<file path="src/rtl/bram_stream_reader_if.sv">
// Output stream of the BRAM burst reader: data/valid from the reader, ready back.
//   m_data  - stream word (FIFO head)
//   m_valid - word available
//   m_ready - downstream accepts; transfer when m_valid && m_ready
interface bram_stream_reader_if #(
    parameter int unsigned WIDTH = 3
) ();
    logic [WIDTH-1:0] m_data;
    logic             m_valid;
    logic             m_ready;

    modport master (output m_data, output m_valid, input m_ready);
    modport slave  (input m_data, input m_valid, output m_ready);
endinterface

</file>
<file path="src/rtl/bram_stream_reader.sv">
// Reads a burst of consecutive BRAM words and streams them out through a small
// FIFO, issuing addresses only when the FIFO is guaranteed to have room.
//   clk, rst              - clock, async active-high reset
//   start/base_addr/length- burst request (sampled in IDLE only)
//   busy, done            - burst in progress / one-cycle completion pulse
//   bram_*                - read-only BRAM port (fixed latency RD_LAT)
//   m_axis                - output stream (master side)
module bram_stream_reader #(
    parameter int unsigned WIDTH      = 3,
    parameter int unsigned RD_LAT     = 2,
    parameter int unsigned FIFO_DEPTH = 4
) (
    input  logic              clk,
    input  logic              rst,
    input  logic              start,
    input  logic [15:0]       base_addr,
    input  logic [15:0]       length,
    output logic              busy,
    output logic              done,
    output logic [15:0]       bram_addr,
    output logic              bram_clk,
    output logic [WIDTH-1:0]  bram_din,
    output logic              bram_wea,
    input  logic [WIDTH-1:0]  bram_dout,
    bram_stream_reader_if.master m_axis
);

    localparam int unsigned PTR_W = (FIFO_DEPTH > 2) ? $clog2(FIFO_DEPTH) : 1;
    localparam int unsigned CNT_W = $clog2(FIFO_DEPTH + 1);
    localparam int unsigned OCC_W = $clog2(FIFO_DEPTH + RD_LAT + 2);

    typedef enum logic [1:0] {
        S_IDLE  = 2'd0,
        S_RUN   = 2'd1,
        S_DRAIN = 2'd2,
        S_DONE  = 2'd3
    } state_t;

    state_t              state_q, state_d;
    logic                issue_q;          // bram_addr carries a live read this cycle
    logic [RD_LAT-1:0]   tag_q;            // reads waiting for their data
    logic [15:0]         next_addr_q;
    logic [15:0]         issue_left_q;     // addresses still to issue
    logic [15:0]         words_left_q;     // words still to hand downstream

    logic [WIDTH-1:0]    fifo_mem [FIFO_DEPTH];
    logic [PTR_W-1:0]    wr_ptr_q, rd_ptr_q;
    logic [CNT_W-1:0]    count_q, count_d;
    logic                valid_q;

    logic                push_c, pop_c, issue_c, load_c, room_c;
    logic [OCC_W-1:0]    in_flight_c, occ_c;
    logic [15:0]         issue_addr_c;

    assign bram_clk       = clk;
    assign bram_din       = '0;
    assign bram_wea       = 1'b0;
    assign m_axis.m_data  = fifo_mem[rd_ptr_q];
    assign m_axis.m_valid = valid_q;

    function automatic logic [PTR_W-1:0] ptr_inc(input logic [PTR_W-1:0] p);
        return (p == PTR_W'(FIFO_DEPTH - 1)) ? '0 : p + PTR_W'(1);
    endfunction

    // Occupancy bookkeeping: the pop committed this cycle frees a slot,
    // which keeps back-to-back issue possible with FIFO_DEPTH = RD_LAT+2.
    always_comb begin
        push_c      = tag_q[RD_LAT-1];
        pop_c       = valid_q && m_axis.m_ready;
        in_flight_c = OCC_W'(issue_q);
        for (int i = 0; i < int'(RD_LAT); i++) begin
            in_flight_c = in_flight_c + OCC_W'(tag_q[i]);
        end
        occ_c   = OCC_W'(count_q) + in_flight_c - OCC_W'(pop_c);
        room_c  = occ_c < OCC_W'(FIFO_DEPTH);
        count_d = count_q + CNT_W'(push_c) - CNT_W'(pop_c);
    end

    // Next-state and issue decision
    always_comb begin
        state_d      = state_q;
        issue_c      = 1'b0;
        load_c       = 1'b0;
        issue_addr_c = next_addr_q;
        case (state_q)
            S_IDLE: begin
                if (start) begin
                    if (length != 16'd0) begin
                        load_c       = 1'b1;
                        issue_c      = 1'b1;
                        issue_addr_c = base_addr;
                        state_d      = S_RUN;
                    end else begin
                        state_d = S_DONE;
                    end
                end
            end
            S_RUN: begin
                if (issue_left_q == 16'd0) begin
                    state_d = S_DRAIN;
                end else if (room_c) begin
                    issue_c = 1'b1;
                end
            end
            S_DRAIN: begin
                if (pop_c && (words_left_q == 16'd1)) begin
                    state_d = S_DONE;
                end
            end
            S_DONE: state_d = S_IDLE;
            default: state_d = S_IDLE;
        endcase
    end

    // Control registers and address generator
    always_ff @(posedge clk or posedge rst) begin
        if (rst) begin
            state_q      <= S_IDLE;
            busy         <= 1'b0;
            done         <= 1'b0;
            bram_addr    <= 16'd0;
            issue_q      <= 1'b0;
            tag_q        <= '0;
            next_addr_q  <= 16'd0;
            issue_left_q <= 16'd0;
            words_left_q <= 16'd0;
        end else begin
            state_q <= state_d;
            busy    <= (state_d == S_RUN) || (state_d == S_DRAIN);
            done    <= (state_d == S_DONE);
            issue_q <= issue_c;
            tag_q[0] <= issue_q;
            for (int i = 1; i < int'(RD_LAT); i++) begin
                tag_q[i] <= tag_q[i-1];
            end
            if (issue_c) begin
                bram_addr   <= issue_addr_c;
                next_addr_q <= issue_addr_c + 16'd1;
            end
            if (load_c) begin
                issue_left_q <= length - 16'd1;
                words_left_q <= length;
            end else begin
                if (issue_c) issue_left_q <= issue_left_q - 16'd1;
                if (pop_c)   words_left_q <= words_left_q - 16'd1;
            end
        end
    end

    // Output FIFO; the issue rule guarantees a push never finds it full
    always_ff @(posedge clk or posedge rst) begin
        if (rst) begin
            for (int i = 0; i < int'(FIFO_DEPTH); i++) begin
                fifo_mem[i] <= '0;
            end
            wr_ptr_q <= '0;
            rd_ptr_q <= '0;
            count_q  <= '0;
            valid_q  <= 1'b0;
        end else begin
            if (push_c) begin
                fifo_mem[wr_ptr_q] <= bram_dout;
                wr_ptr_q           <= ptr_inc(wr_ptr_q);
            end
            if (pop_c) begin
                rd_ptr_q <= ptr_inc(rd_ptr_q);
            end
            count_q <= count_d;
            valid_q <= (count_d != '0);
        end
    end

endmodule
</file>
<file path="src/flat_wrapper.sv">
// flat-port wrapper written by rule: the top's interface ports become plain ports
module bram_stream_reader_flat 
#(
    parameter int unsigned WIDTH      = 3,
    parameter int unsigned RD_LAT     = 2,
    parameter int unsigned FIFO_DEPTH = 4
)
  (clk, rst, start, base_addr, length, busy, done, bram_addr, bram_clk, bram_din, bram_wea, bram_dout, m_axis_m_data, m_axis_m_valid, m_axis_m_ready);
  bram_stream_reader_if #(.WIDTH(WIDTH)) m_axis_i ();
  input  logic clk;
  input  logic rst;
  input  logic start;
  input  logic [15:0] base_addr;
  input  logic [15:0] length;
  output logic busy;
  output logic done;
  output logic [15:0] bram_addr;
  output logic bram_clk;
  output logic [WIDTH-1:0] bram_din;
  output logic bram_wea;
  input  logic [WIDTH-1:0] bram_dout;
  output wire logic [$bits(m_axis_i.m_data)-1:0] m_axis_m_data;
  output wire logic [$bits(m_axis_i.m_valid)-1:0] m_axis_m_valid;
  input wire logic [$bits(m_axis_i.m_ready)-1:0] m_axis_m_ready;
  assign m_axis_m_data = m_axis_i.m_data;
  assign m_axis_m_valid = m_axis_i.m_valid;
  assign m_axis_i.m_ready = m_axis_m_ready;
  bram_stream_reader #(.WIDTH(WIDTH), .RD_LAT(RD_LAT), .FIFO_DEPTH(FIFO_DEPTH)) u_core (.clk(clk), .rst(rst), .start(start), .base_addr(base_addr), .length(length), .busy(busy), .done(done), .bram_addr(bram_addr), .bram_clk(bram_clk), .bram_din(bram_din), .bram_wea(bram_wea), .bram_dout(bram_dout), .m_axis(m_axis_i));
endmodule
</file>
<file path="config.mk">
export PLATFORM = sky130hd
export DESIGN_NAME = bram_stream_reader_flat
export DESIGN_NICKNAME = d
export VERILOG_FILES = /design/src/rtl/bram_stream_reader_if.sv /design/src/rtl/bram_stream_reader.sv /design/src/flat_wrapper.sv
export SDC_FILE = /design/constraint.sdc
export NUM_CORES = 1
export LEC_CHECK = 0
export ABC_AREA = 0
export BUFFER_PORTS_ARGS = -buffer_cell sky130_fd_sc_hd__buf_2
export CORE_ASPECT_RATIO = 1.25
export CORE_MARGIN = 2
export CORE_UTILIZATION = 45
export CTS_BUF_LIST = sky130_fd_sc_hd__clkbuf_8
export CTS_CLUSTER_DIAMETER = 60
export DETAILED_ROUTE_END_ITERATION = 16
export SLEW_MARGIN = 20
export SYNTH_ARGS = -nofsm -noshare
export SYNTH_HDL_FRONTEND = slang
export SYNTH_SLANG_ARGS = --single-unit
</file>
<file path="constraint.sdc">
create_clock -name clk -period 3.9 [get_ports clk]
set_input_delay 0.585 -clock clk [delete_from_list [all_inputs] [get_ports clk]]
set_output_delay 0.585 -clock clk [all_outputs]
set_load 0.03 [all_outputs]
</file>
==> metrics.csv, run 1 <==
stage;metric;value;unit
critical_path;CP Capture Type;flop;
floorplanning;# rows;45;
detailed_routing;routed wire length per instance;16.0;um
floorplanning;core footprint;0.0120;mm2
global_routing;Tot GR Track Use;22.0;%
yosys;Most used DFF post-synth;dfrtp_1;
finish;area grow syn2layout;14.0;%
timing;Slew @ Worst Pin;701;ps
power_and_ir_drop;sw power;2.67;mW
global_routing;initial antenna violation count;0;
yosys;Synth area leader;dfrtp_1;
global_routing;vias in the first global route;4524;
status;status;complete, no violations;
critical_path;Data arrival, critical path;3820;ps
power_and_ir_drop;P_int;3.07;mW
yosys;mapped cell area;0.00549;mm2
critical_path;critical path type;in2reg;
finish;fill count;1156;
global_routing;remaining global-route overflow;0;
timing;Max Clock Freq;290;MHz
power_and_ir_drop;Pleak;2.66;nW
critical_path;crit path launch type;input port;
power_and_ir_drop;Clock Power Share;12.9;%
finish;area of the multi-input gates;0.00302;mm2
place;dpl hpwl;9.92;mm
cts;Post-CTS Setup Bufs;0;
critical_path;CP Max Fanout;6;
yosys;Synth Instances;600;
timing;Hold Fails Final Rpt;0;
timing;fin crit share;88.3;%
min_path;Worst Hold Class;in2async;
yosys;Post-synth EDFFs;0;
timing;fin. max-slew vios;0;
timing;clock skew;7.07;ps
critical_path;worst setup path startpoint;length[9];
flow_run;Max Cap Viol;0;
yosys;#FFs+latches synth;91;
finish;layout cells sized above 1;19.8;%
global_routing;first-pass GRT wire length;22.4;mm
yosys;post-synth cell types;62;
cts;clk_lat worst skew;480;ps
place;RePlAce Congestion;0.857;
detailed_routing;routed vias;4531;
detailed_routing;# DRC;0;
floorplanning;Die Height;127;um
power_and_ir_drop;Seq pwr share;32.2;%
yosys;Syn Area/Cell;9.15;um2
cts;CTS resizes;0;
floorplanning;die area;0.0131;mm2
cts;CTS tree;yes;
finish;n_diodes;0;
floorplanning;I/O pins;66;
timing;RSZ-0062 raised after global routing;false;
timing;Slew HR;53.2;%
floorplanning;Initial Utilization;45.5;%
timing;endpoints failing setup;0;
yosys;top cell type's share of synthesized area;41.5;%
floorplanning;die width;103;um
yosys;Warnings, synthesis;0;
power_and_ir_drop;pwr dens;919;mW/mm2
detailed_routing;Via density;5.42;
power_and_ir_drop;switching share of power;46.5;%
place;IO buf count;61;
finish;final core occ;51.9;%
yosys;top cells by area, synth;dfrtp_1, nand2_1, xnor2_1;
yosys;sequential-to-total area share from yosys stat;41.5;%
finish;Final nets;726;
detailed_routing;ANT nets after route;0;
power_and_ir_drop;Gate power share;54.9;%
detailed_routing;DR iter-0 viols;285;
timing;minimum clock period;3440;ps
yosys;asr flop ratio synth;100;%
global_routing;pin count of the biggest net entering global routing;56;
critical_path;CP required;4280;ps
timing;Fin Setup TNS;0;ps
finish;Reg area;0.00228;mm2
cts;clk slew on worst S/H paths;80;ps
critical_path;Worst R2R Start;u_core.state_q[0]$_DFF_PP0_;
power_and_ir_drop;peak supply drop;0.636;mV
cts;# hold bufs at CTS;0;
detailed_routing;DRT Wirelength;13.4;mm
detailed_routing;DR pass1 iterations;4;
path summary, 6_finish.rpt:
path,end,slack (ps),cells past startpoint
max reg2reg,u_core.next_addr_q[8]$_DFFE_PP0P_,670,12
max,u_core.issue_left_q[12]$_DFFE_PP0P_,460,14
min reg2reg,u_core.tag_q[1]$_DFF_PP0_,390,0
min,u_core.next_addr_q[6]$_DFFE_PP0P_,150,2
max in group asynchronous,u_core.words_left_q[12]$_DFFE_PP0P_,2820,3
min in group clk,u_core.bram_addr[9]$_DFFE_PP0P_,360,3
state kept, by name, summed over array words and instances, names as in the netlist:
name                   cells
u_core.fifo_mem           12
u_core.state_q             2
u_core.tag_q               2
u_core.next_addr_q        16
u_core.issue_left_q       16
u_core.issue_q             1
u_core.rd_ptr_q            2
u_core.words_left_q       16
u_core.m_axis.m_valid      1
u_core.bram_addr          16
u_core.wr_ptr_q            2
u_core.busy                1
u_core.count_q             3
u_core.done                1
cell families after synthesis:
family,Yosys count,synth area share (%)
simple gates,244,21.4
compound gates,111,12.6
fa+ha+maj,18,4.24
other cells,1,0.0683
flops,91,41.5
mux,36,7.98
buf+inv,49,4.22
xor+xnor,50,7.98
power by group through the flow:
stage | clock (mW) | sequential [mW] | combinational (mW)
2_1_floorplan | 0.0384 | 1.93 | 2.18
3_3_place_gp | 0.0323 | 1.84 | 3.11
3_5_place_dp | 0.0323 | 1.86 | 3.19
4_1_cts | 0.751 | 1.85 | 3.20
5_1_grt | 0.799 | 1.93 | 3.53
6_report | 0.741 | 1.85 | 3.16
area by class of cell:
type	instances	share of cell area, %
Sequential cell	91	36.4
Clock inverter	4	0.700
Multi-Input combinational cell	463	48.2
Timing Repair Buffer	81	7.32
Clock buffer	14	2.94
Inverter	19	1.16
Tap cell	164	3.28
layer usage:
layer	global-route usage [%]	up-vias	share of wire (%)
met5	0	-	0
met4	10.8	0	3.3
met2	37.9	97	52
met3	3.72	28	3.5
met1	26.2	2169	41
li1	-	2237	-
cells in the final DEF, fill, tap and decap left out, types with 16 or more instances in the layout:
master / n
buf_4: 21
o21ai_0: 21
nor3_1: 24
inv_1: 19
ha_1: 16
xor2_1: 22
buf_2: 61
dfrtp_1: 91
nand2_1: 87
xnor2_1: 28
nand3_1: 19
a21oi_1: 22
nor2_1: 55
critical path, cell delays in order:
cell      delay (ps)
buf_2            120
nor3_1           400
and4_1           400
a21oi_4          110
nand2_1          100
a21boi_1         210
ha_2             210
or3b_1           430
or4_1            500
nor2_2           140
mux2_1           160
and2_1           170
a211oi_1          80
a211oi_1         200
cell usage after synthesis, types with 13 or more instances:
cell	instances
a21oi_1	23
inv_1	19
nor3_1	24
a31oi_1	15
mux2_2	13
dfrtp_1	91
o21ai_1	15
o21ai_0	21
buf_2	14
xor2_1	22
ha_1	17
xnor2_1	28
nand3_1	19
nor2_1	56
nand2_1	87
per-stage QoR:
stage	cells	hold slack [ps]	setup slack, ps	area (um2)	total power, mW
floorplan	603	357	21.0	5520	4.15
global placement	819	368	145	6030	4.98
detailed placement	819	372	-5.22	6030	5.08
CTS	836	173	474	6260	5.80
global route	836	185	252	6260	6.25
finish	836	151	457	6260	5.75
No activity file was read; power rests on OpenSTA's default activity.
==> inputs of run 2 (changes only) <==
--- a/config.mk
+++ b/config.mk
@@ -13,6 +13,8 @@
 export CTS_BUF_LIST = sky130_fd_sc_hd__clkbuf_8
 export CTS_CLUSTER_DIAMETER = 60
 export DETAILED_ROUTE_END_ITERATION = 16
+export PLACE_DENSITY = 0.67
+export SETUP_SLACK_MARGIN = 0.2
 export SLEW_MARGIN = 20
 export SYNTH_ARGS = -nofsm -noshare
 export SYNTH_HDL_FRONTEND = slang
==> constraint.sdc (replaced) <==
create_clock -name clk -period 3.1 [get_ports clk]
set_input_delay 0.465 -clock clk [delete_from_list [all_inputs] [get_ports clk]]
set_output_delay 0.465 -clock clk [all_outputs]
set_load 0.03 [all_outputs]
==> metrics.csv, run 2 (synthesis gave the netlist of run 1 again) <==
stage;metric;value;unit;change
floorplanning;# rows;45;;unchanged
critical_path;Data arrival, critical path;3420;ps;-400 ps
floorplanning;Initial Utilization;45.5;%;unchanged
timing;endpoints failing setup;0;;unchanged
floorplanning;core footprint;0.0120;mm2;unchanged
critical_path;CP required;3490;ps;-790 ps
detailed_routing;routed wire length per instance;15.9;um;-0.74%
detailed_routing;ANT nets after route;0;;unchanged
power_and_ir_drop;pwr dens;1140;mW/mm2;+24%
global_routing;vias in the first global route;4959;;+9.6%
detailed_routing;# DRC;0;;unchanged
cts;clk slew on worst S/H paths;100;ps;+20 ps
detailed_routing;DR pass1 iterations;5;;+1
detailed_routing;DRT Wirelength;14.2;mm;+5.9%
finish;fin cells;892;;+6.7%
finish;area grow syn2layout;25.4;%;
place;RePlAce Congestion;0.899;;+4.9%
global_routing;remaining global-route overflow;0;;unchanged
cts;CTS tree;yes;;
global_routing;first-pass GRT wire length;23.9;mm;+7.0%
timing;final worst slack;71.5;ps;-385 ps
finish;commonest non-fill, non-tap cell in the layout;dfrtp_1;;
floorplanning;I/O pins;66;;unchanged
timing;Hold Fails Final Rpt;0;;unchanged
flow_run;Max Cap Viol;0;;unchanged
power_and_ir_drop;peak supply drop;0.986;mV;+55%
timing;Fin Setup TNS;0;ps;unchanged
place;IO buf count;61;;unchanged
timing;fin. max-slew vios;0;;unchanged
global_routing;initial antenna violation count;0;;unchanged
detailed_routing;Via density;5.51;;+1.7%
cts;clk_lat worst skew;480;ps;about the same
finish;n_diodes;0;;unchanged
place;Placement Setup Slack;-429;ps;-424 ps
floorplanning;Die Height;127;um;unchanged
power_and_ir_drop;Pleak;2.98;nW;+12%
finish;fill count;1060;;-8.3%
timing;Slew @ Worst Pin;801;ps;+100 ps
critical_path;crit path launch type;flop;;
global_routing;pin count of the biggest net entering global routing;67;;+20%
finish;layout cells sized above 1;30.1;%;+10 points
timing;clock skew;17.3;ps;+10.3 ps
place;dpl hpwl;9.95;mm;+0.25%
critical_path;CP Max Fanout;7;;+1
critical_path;CP Capture Type;flop;;
finish;Final nets;780;;+7.4%
global_routing;Tot GR Track Use;23.1;%;+1.1 points
timing;Slew HR;46.5;%;-6.6 points
timing;RSZ-0062 raised after global routing;true;;
timing;WHS;101;ps;-50.5 ps
floorplanning;die width;103;um;unchanged
detailed_routing;routed vias;4919;;+8.6%
finish;commonest cells after routing, fill and taps aside;dfrtp_1, nand2_1, buf_4;;
critical_path;critical path type;reg2reg;;
cts;# hold bufs at CTS;0;;unchanged
min_path;Worst Hold Class;in2async;;
critical_path;Worst R2R Start;u_core.state_q[0]$_DFF_PP0_;;
critical_path;worst setup path startpoint;u_core.state_q[0]$_DFF_PP0_;;
timing;fin crit share;97.7;%;
detailed_routing;DR iter-0 viols;295;;+3.5%
floorplanning;die area;0.0131;mm2;unchanged
power_and_ir_drop;Power Total;7.87;mW;+37%
place;placed instance count;851;;+3.9%
timing;minimum clock period;3030;ps;
timing;Max Clock Freq;330;MHz;
status;status;complete, no violations;;
[run 2: cell count changes in the layout (fill, tap and decap cells not counted), sizes merged]
cell / previous run / this run
buf: 82 / 136
inv: 19 / 21
bufinv: 1 / 2
clkbuf: 13 / 12
clkinv: 3 / 2
clkinvlp: 0 / 1
[run 2: metrics by stage]
step                      utilization, %  area (um2)
after floorplan                        -        5590
after global placement              52.6        6330
after detailed placement            52.6        6330
after CTS                           55.9        6740
after global routing                57.1        6880
final                               57.1        6880
[run 2: worst paths after layout]
path,endpoint,slack [ps],cells after the start
worst min register to register,u_core.tag_q[0]$_DFF_PP0_,400,0
worst max register to register,u_core.words_left_q[0]$_DFFE_PP0P_,70,18
min in group clk,u_core.bram_addr[15]$_DFFE_PP0P_,250,3
max in group asynchronous,u_core.issue_left_q[15]$_DFFE_PP0P_,2280,3
worst min-delay path,u_core.count_q[1]$_DFF_PP0_,100,2
worst max-delay path,u_core.words_left_q[0]$_DFFE_PP0P_,70,18
[run 2: what timing repair did]
action,4_1_cts,5_1_grt
hold endpoints to repair,0,0
pin swaps,1,7
gates resized for setup,4,27
setup buffers,17,5
endpoints found under the setup margin,4,30
[run 2: report_power, final]
group | internal (mW) | switching, mW
logic | 1.95 | 2.51
clock network | 0.552 | 0.511
registers | 1.81 | 0.536
[run 2: layout make-up]
class                           count  area, um2  share of cell area [%]
Timing Repair Buffer              135        895                    13.0
Inverter                           19       72.6                    1.05
Clock buffer                       13        170                    2.47
Tap cell                          164        205                    2.98
Sequential cell                    91       2280                    33.1
Clock inverter                      7        100                    1.45
Multi-Input combinational cell    463       3160                    45.9
[run 2: worst max-delay path, stage by stage, from the launching register on]
cell and delay [ps]:
dfrtp_2 460, or3b_4 430, a21oi_4 170, nand2_2 80, buf_4 130, buf_4 120, buf_4 130, buf_4 120
buf_4 120, buf_4 120, buf_4 120, buf_4 120, buf_4 120, buf_4 130, buf_4 130, buf_4 130
buf_4 120, buf_4 120, o21ai_0 70
[run 2: routing by layer]
metal / up-vias / share of wire [%] / GRT usage [%]
li1: 2345 / - / -
met5: - / 0 / 0
met1: 2354 / 42 / 28.4
met4: 0 / 4.4 / 14.8
met3: 49 / 4.2 / 3.06
met2: 171 / 50 / 37.7
